==> src/rtl/dsp_pkg.sv <==
// Shared DSP definitions: instruction encoding, the NOP word and the sequencer state type.
// The sequencer and the core both import this package.
package dsp_pkg;

  typedef enum logic [5:0] {
    OP_NOP    = 6'h00,
    OP_MUL    = 6'h01,
    OP_MAC    = 6'h02,
    OP_ROTMAC = 6'h03,
    OP_STORE  = 6'h04,
    OP_IN     = 6'h05,
    OP_OUT    = 6'h06
  } opcode_t;

  typedef struct packed {
    opcode_t    opcode;
    logic [9:0] sample_addr;
    logic [9:0] param_addr;
  } instr_t;

  localparam instr_t INSTR_NOP = '{opcode: OP_NOP, sample_addr: 10'd0, param_addr: 10'd0};

  // Read, ex1, ex2 and writeback.
  localparam int CORE_PIPELINE_DEPTH = 4;

  typedef enum logic [1:0] {
    SEQ_IDLE  = 2'd0,
    SEQ_RUN   = 2'd1,
    SEQ_DRAIN = 2'd2
  } seq_state_t;

endpackage

==> src/rtl/dsp_sequencer_if.sv <==
// Frame-control, instruction-RAM and issue signals of one dsp_sequencer.
// Master is the sequencer. Slave is the frame timing logic, the RAM and the core.
interface dsp_sequencer_if #(
  parameter int INSTR_ADDR_WIDTH = 10
);

  // Handshake: frame_strobe is a one-cycle request. It is accepted only while busy
  // is low. A strobe that arrives while busy is high is dropped and raises overrun.
  // The RAM returns imem_rd_data one cycle after imem_rd_addr.
  // frame_done pulses for one cycle when the frame completes.
  logic                        frame_strobe;
  logic [INSTR_ADDR_WIDTH:0]   program_length;
  logic                        overrun_clear;
  logic [INSTR_ADDR_WIDTH-1:0] imem_rd_addr;
  dsp_pkg::instr_t             imem_rd_data;
  dsp_pkg::instr_t             instr_out;
  logic                        busy;
  logic                        frame_done;
  logic                        overrun;
  dsp_pkg::seq_state_t         dbg_state;

  modport master (
    input  frame_strobe,
    input  program_length,
    input  overrun_clear,
    input  imem_rd_data,
    output imem_rd_addr,
    output instr_out,
    output busy,
    output frame_done,
    output overrun,
    output dbg_state
  );

  modport slave (
    output frame_strobe,
    output program_length,
    output overrun_clear,
    output imem_rd_data,
    input  imem_rd_addr,
    input  instr_out,
    input  busy,
    input  frame_done,
    input  overrun,
    input  dbg_state
  );

endinterface

==> src/rtl/dsp_sequencer.sv <==
// Frame instruction issuer. On each accepted strobe it streams L instructions from the
// instruction RAM into the core, issues NOPs while the pipeline drains, then pulses frame_done.
module dsp_sequencer
  import dsp_pkg::*;
#(
  parameter int INSTR_ADDR_WIDTH = 10,
  parameter int DRAIN_CYCLES     = CORE_PIPELINE_DEPTH
) (
  input  logic            clk,
  input  logic            reset,
  dsp_sequencer_if.master bus
);

  localparam int AW = INSTR_ADDR_WIDTH;
  localparam int CW = $clog2(DRAIN_CYCLES + 2);
  // DRAIN lasts DRAIN_CYCLES+2 cycles. This covers the RAM read latency, the output
  // register, and then the pipeline depth.
  localparam logic [CW-1:0] DRAIN_LOAD = CW'(DRAIN_CYCLES + 1);
  localparam logic [CW-1:0] CNT_ONE    = CW'(1);
  localparam logic [AW:0]   PC_ONE     = (AW + 1)'(1);

  seq_state_t      state;
  seq_state_t      state_next;
  logic [AW:0]     pc;
  logic [AW:0]     len_q;
  logic [CW-1:0]   drain_cnt;
  logic            fetch_valid;
  instr_t          instr_q;
  logic            frame_done_q;
  logic            overrun_q;

  logic            accept;
  logic            last_fetch;
  logic            drain_end;
  logic            run;
  logic            busy_c;
  logic [AW-1:0]   rd_addr_c;

  assign accept     = bus.frame_strobe && (state == SEQ_IDLE);
  // The PC is one bit wider than the address, so a full 2^AW program ends without wrapping.
  assign last_fetch = (state == SEQ_RUN) && ((pc + PC_ONE) == len_q);
  assign drain_end  = (state == SEQ_DRAIN) && (drain_cnt == '0);

  // State register.
  always_ff @(posedge clk or posedge reset) begin
    if (reset) begin
      state <= SEQ_IDLE;
    end else begin
      state <= state_next;
    end
  end

  // Next-state logic.
  always_comb begin
    state_next = state;
    unique case (state)
      SEQ_IDLE: begin
        if (bus.frame_strobe) begin
          state_next = (bus.program_length == '0) ? SEQ_DRAIN : SEQ_RUN;
        end
      end
      SEQ_RUN: begin
        if (last_fetch) begin
          state_next = SEQ_DRAIN;
        end
      end
      SEQ_DRAIN: begin
        if (drain_cnt == '0) begin
          state_next = SEQ_IDLE;
        end
      end
      default: state_next = SEQ_IDLE;
    endcase
  end

  // Output decode.
  always_comb begin
    run       = 1'b0;
    busy_c    = 1'b0;
    rd_addr_c = '0;
    unique case (state)
      SEQ_IDLE: begin
        run    = 1'b0;
        busy_c = 1'b0;
      end
      SEQ_RUN: begin
        run       = 1'b1;
        busy_c    = 1'b1;
        rd_addr_c = pc[AW-1:0];
      end
      SEQ_DRAIN: begin
        busy_c = 1'b1;
      end
      default: begin
        run    = 1'b0;
        busy_c = 1'b0;
      end
    endcase
  end

  // PC and length latch. The length is frozen at acceptance for the whole frame.
  always_ff @(posedge clk or posedge reset) begin
    if (reset) begin
      pc    <= '0;
      len_q <= '0;
    end else if (accept) begin
      pc    <= '0;
      len_q <= bus.program_length;
    end else if (state == SEQ_RUN) begin
      pc <= last_fetch ? '0 : (pc + PC_ONE);
    end
  end

  // The drain counter is preloaded outside DRAIN. It counts down to zero inside DRAIN.
  always_ff @(posedge clk or posedge reset) begin
    if (reset) begin
      drain_cnt <= '0;
    end else if (state != SEQ_DRAIN) begin
      drain_cnt <= DRAIN_LOAD;
    end else if (drain_cnt != '0) begin
      drain_cnt <= drain_cnt - CNT_ONE;
    end
  end

  // Issue stage. RAM data is forwarded only when a fetch was issued in the previous cycle.
  always_ff @(posedge clk or posedge reset) begin
    if (reset) begin
      fetch_valid  <= 1'b0;
      instr_q      <= INSTR_NOP;
      frame_done_q <= 1'b0;
    end else begin
      fetch_valid  <= run;
      instr_q      <= fetch_valid ? bus.imem_rd_data : INSTR_NOP;
      frame_done_q <= drain_end;
    end
  end

  // Sticky overrun flag. If a set and a clear arrive in the same cycle, the set wins.
  always_ff @(posedge clk or posedge reset) begin
    if (reset) begin
      overrun_q <= 1'b0;
    end else if (bus.frame_strobe && (state != SEQ_IDLE)) begin
      overrun_q <= 1'b1;
    end else if (bus.overrun_clear) begin
      overrun_q <= 1'b0;
    end
  end

  assign bus.imem_rd_addr = rd_addr_c;
  assign bus.instr_out    = instr_q;
  assign bus.busy         = busy_c;
  assign bus.frame_done   = frame_done_q;
  assign bus.overrun      = overrun_q;
  assign bus.dbg_state    = state;

endmodule

==> src/flat_wrapper.sv <==
// flat-port wrapper written by rule: the top's interface ports become plain ports
module dsp_sequencer_flat import dsp_pkg::*;
#(
  parameter int INSTR_ADDR_WIDTH = 10,
  parameter int DRAIN_CYCLES     = CORE_PIPELINE_DEPTH
)
  (clk, reset, bus_frame_strobe, bus_program_length, bus_overrun_clear, bus_imem_rd_data, bus_imem_rd_addr, bus_instr_out, bus_busy, bus_frame_done, bus_overrun, bus_dbg_state);
  dsp_sequencer_if #(.INSTR_ADDR_WIDTH(INSTR_ADDR_WIDTH)) bus_i ();
  input  logic clk;
  input  logic reset;
  input wire logic [$bits(bus_i.frame_strobe)-1:0] bus_frame_strobe;
  input wire logic [$bits(bus_i.program_length)-1:0] bus_program_length;
  input wire logic [$bits(bus_i.overrun_clear)-1:0] bus_overrun_clear;
  input wire logic [$bits(bus_i.imem_rd_data)-1:0] bus_imem_rd_data;
  output wire logic [$bits(bus_i.imem_rd_addr)-1:0] bus_imem_rd_addr;
  output wire logic [$bits(bus_i.instr_out)-1:0] bus_instr_out;
  output wire logic [$bits(bus_i.busy)-1:0] bus_busy;
  output wire logic [$bits(bus_i.frame_done)-1:0] bus_frame_done;
  output wire logic [$bits(bus_i.overrun)-1:0] bus_overrun;
  output wire logic [$bits(bus_i.dbg_state)-1:0] bus_dbg_state;
  assign bus_i.frame_strobe = bus_frame_strobe;
  assign bus_i.program_length = bus_program_length;
  assign bus_i.overrun_clear = bus_overrun_clear;
  assign bus_i.imem_rd_data = bus_imem_rd_data;
  assign bus_imem_rd_addr = bus_i.imem_rd_addr;
  assign bus_instr_out = bus_i.instr_out;
  assign bus_busy = bus_i.busy;
  assign bus_frame_done = bus_i.frame_done;
  assign bus_overrun = bus_i.overrun;
  assign bus_dbg_state = bus_i.dbg_state;
  dsp_sequencer #(.INSTR_ADDR_WIDTH(INSTR_ADDR_WIDTH), .DRAIN_CYCLES(DRAIN_CYCLES)) u_core (.clk(clk), .reset(reset), .bus(bus_i));
endmodule
==> config.mk <==
export PLATFORM = sky130hd
export DESIGN_NAME = dsp_sequencer_flat
export DESIGN_NICKNAME = d
export VERILOG_FILES = /design/src/rtl/dsp_pkg.sv /design/src/rtl/dsp_sequencer_if.sv /design/src/rtl/dsp_sequencer.sv /design/src/flat_wrapper.sv
export SDC_FILE = /design/constraint.sdc
export NUM_CORES = 1
export LEC_CHECK = 0
export ABC_AREA = 1
export CORE_MARGIN = 2
export CORE_UTILIZATION = 30
export DETAILED_ROUTE_END_ITERATION = 7
export GPL_TIMING_DRIVEN = 0
export PLACE_DENSITY_LB_ADDON = 0.08
export SLEW_MARGIN = 40
export SYNTH_ARGS = -nofsm -noshare
export SYNTH_HDL_FRONTEND = slang
export SYNTH_SLANG_ARGS = --single-unit
==> constraint.sdc <==
create_clock -name clk -period 2.15 [get_ports clk]
set_clock_uncertainty 0.15 [all_clocks]
set_input_delay 0.215 -clock clk [delete_from_list [all_inputs] [get_ports clk]]
set_output_delay 0.215 -clock clk [all_outputs]
set_load 0.01 [all_outputs]
==> reports/results.md <==
* startpoint of the most critical setup path: u_core.pc[1]
* root buffer selected by CTS: clkbuf_8
* starting density of the core: 31.1%
* maximum number of pins on one net before global-route repair: 39
* overall die area: 9860 sq um
* global-route wire length before repair: 11.2 mm
* crit path to: u_core.pc[5]
* Leak Pwr: 2.23 nW
* Post-synth EDFFs: 0
* slew at the pin closest to its max-slew limit: 0.394 ns
* core area: 8760 sq um
* category of the worst setup path capture point: flop
* result of the run: finished clean
* startpoint of the most critical register-to-register path: u_core.pc[1]
* Overall Global Routing Usage: 14.2%
* Max Slew Vio Count: 0
* startpoint type of the worst setup path: flop
* Psw: 1.52 mW
* Total Negative Setup Slacks: 0 ns
* Total Power: 4.10 mW
* most common library cells after synthesis: 103 x nand2_1, 80 x inv_1, 56 x dfrtp_1, 28 x nand3_1, 17 x o21ai_0
* via count of the first global-routing pass: 2,370
* max-cap viol count: 0
* Port Buffers: 81
* Synth async-reset ratio: 100%
* logic gate share of total power: 45.2%
* share of layout cells above drive strength 1: 13.6%
* part of the total power dissipated in the clock network: 17.0%
* Worst Path Arrival: 2.15 ns
* shortest period the worst path allows: 2.12 ns
* hold crit path type: in2async
* Final #Nets: 488
* Clock Sinks: 56
* cell type with the largest total area after synthesis: dfrtp_1
* post-synthesis cell type count: 23
* routed vias/inst: 4.42
* mean instance size in the synthesized netlist: 7.90 sq um
* TritonCTS clock tree: done
* setup violators final: 0
* Clock Path Buffers: 2
* Antenna Nets Post-Route: 0
* first-pass iteration count of the detailed router: 4
* Final period util: 98.7%
* wire length after detailed routing: 6.72 mm
* clock buffer count from CTS: 5
* sequential fraction of design power: 37.8%
* area share of the leading cell type in the synthesized netlist: 51.4%
* total via count after detailed routing: 2,429
* Pint: 2.57 mW
* final hold viol count: 0
* cell count after synthesis: 345
* sequential element share of the synthesized area: 51.4%
* worst-skew pair later-pin latency: 0.31 ns
* width of the die: 99.3 um
* Post-DP HPWL: 4.99 mm
* Antenna Diode Count: 0
* count of cells along the worst register-to-register path: 11
* most frequently used cell type in the post-synthesis netlist: nand2_1
* total number of H-tree levels: 2
* summed instance area of the synthesized netlist: 2730 sq um
* antenna violations before repair: 0
* drt drc: 0
* post-synthesis register bit count: 56
* WS Path Type: reg2reg
* RSZ-0062 raised after global routing: true
* main area contributors after synthesis: dfrtp_1 51%, nand2_1 14%, inv_1 11%
* timing-limited maximum frequency: 471 MHz
* VDD IR max: 367 uV
* number of synthesis warnings: 0
* die boundary height: 99.3 um
* initial drt markers: 65
* post-synth net total: 392
* FF-to-FF setup slack: 0.03 ns
* routed len/inst: 12.2 um
* clock transition at the register clock pins on the worst setup and hold paths after CTS: 0.10 ns
* Final Wtd Congestion: 0.789
* Cell Rows: 34
* primary flip-flop cell chosen by synthesis mapping: dfrtp_1
* Congestion Overflow GR: 0
* net switching share of the total power: 37.2%
* maximum net fanout on the critical path: 7
* pwr/cell area: 1020 nW/um^2
* area growth from synthesis to layout: 47.4%
* I/O Pins: 82
* endpoint of the lowest-slack register-to-register path: u_core.pc[5]
* Relative slew margins: 73.7%
* required time of the worst setup path: 2.18 ns
registers in the layout, indices dropped and copies added, names as in the netlist:
signal                 flops
u_core.fetch_valid         1
u_core.len_q              11
u_core.pc                 11
u_core.bus.dbg_state       2
u_core.bus.overrun         1
u_core.bus.instr_out      26
u_core.drain_cnt           3
u_core.bus.frame_done      1
layout make-up:
| class | instances | area (sq um) |
|---|---|---|
| timing repair buffer | 89 | 912 |
| sequential | 56 | 1400 |
| multi-input combinational | 200 | 1100 |
| clock buffer | 6 | 72.6 |
| inverter | 80 | 303 |
| tap | 108 | 135 |
| buffer | 9 | 56.3 |
| clock inverter | 2 | 35.0 |
| fill | 912 | 4750 |
power by group through the flow:
stage | clock [mW] | combinational [mW] | sequential [mW]
finish | 0.696 | 1.85 | 1.55
global route | 0.765 | 2.09 | 1.58
CTS | 0.724 | 1.77 | 1.53
detailed placement | 0 | 1.66 | 1.56
global placement | 0 | 1.64 | 1.55
floorplan | 0 | 0.878 | 1.60
logic make-up (layout without fill, tap and decap cells):
family / after synthesis / after routing / share of synthesized area [%]
fa+ha+maj: 6 / 6 / 2.75
buf+inv: 89 / 186 / 12.7
compound gates: 33 / 33 / 6.66
xor+xnor: 1 / 1 / 0.321
flops: 56 / 56 / 51.4
simple gates: 160 / 160 / 26.2
metrics by stage:
| stage | cells | hold slack, ns | setup slack [ns] | instance area (sq um) | util, % |
|---|---|---|---|---|---|
| after CTS | 547 | 0.0388 | 0.0119 | 3860 | 44.1 |
| final | 550 | 0.0413 | 0.0283 | 4020 | 45.8 |
| after global routing | 550 | 0.0660 | -0.106 | 4020 | 45.8 |
| after floorplan | 345 | 0.165 | 0.256 | 2730 | - |
| after detailed placement | 535 | 0.334 | -0.128 | 3690 | 42.1 |
| after global placement | 534 | 0.329 | -0.798 | 3670 | 41.9 |
worst min-delay path by stage:
stage	start	endpoint	slack, ns	depth (start not counted)
after floorplan	bus_imem_rd_data[21]	u_core.bus.instr_out[21]	0.16	2
final	reset	u_core.bus.instr_out[5]	0.04	2
after global routing	reset	u_core.bus.instr_out[5]	0.07	2
after CTS	reset	u_core.bus.instr_out[5]	0.04	2
after detailed placement	u_core.len_q[1]	u_core.len_q[1]	0.33	2
after global placement	u_core.len_q[1]	u_core.len_q[1]	0.33	2
per-layer routing:
metal  share of wire, %  vias to the layer above  track usage (%)
li1                   -                     1234                -
met1                 42                     1127             17.0
met2                 48                       62             23.5
met3                9.2                        6             6.39
met4                1.0                        0             3.69
met5                  0                        -                0
placed cells by master (no fill, tap or decap):
cell type,synthesis,final
clkinv_2,0,1
o22ai_1,10,9
dfrtp_1,56,54
clkbuf_1,7,6
clkdlybuf4s50_1,0,71
o21ai_0,17,16
nand3_1,28,19
clkbuf_8,0,6
buf_12,0,1
buf_6,1,3
nand4_1,4,4
inv_1,80,76
ha_1,6,4
nor2_1,8,4
clkbuf_2,0,1
o21ai_4,0,1
nor2_2,2,5
a21oi_1,4,3
dfrtp_2,0,2
nor2_4,2,3
inv_2,0,3
o21ai_2,1,1
dlymetal6s2s_1,0,9
bufinv_16,0,1
nand2_2,3,6
ha_4,0,2
nor3_1,1,1
nand2_1,103,99
buf_4,1,6
o21ai_1,1,1
nand2_4,0,1
dlygate4sd2_1,0,1
inv_4,0,1
or2_2,2,2
nand3b_1,4,4
a21oi_2,0,1
xnor2_1,1,1
o22ai_2,0,1
nand3_2,3,12
critical path, cell delays in order, from the launching register on:
cell,delay [ns]
dfrtp_1,0.41
ha_4,0.17
nand2_4,0.07
nor2_4,0.24
nand3_2,0.13
nand3_2,0.09
nand2_2,0.07
nor2_4,0.09
nand3_2,0.08
o21ai_4,0.24
buf_6,0.16
o22ai_1,0.08
timing repair:
action	4_1_cts	5_1_grt
hold buffers	0	0
endpoints found under the setup margin	21	22
pin swaps	1	11
gates cloned	0	1
buffers inserted	4	2
resized for setup	8	44
Power figures use the tool's default switching activity.
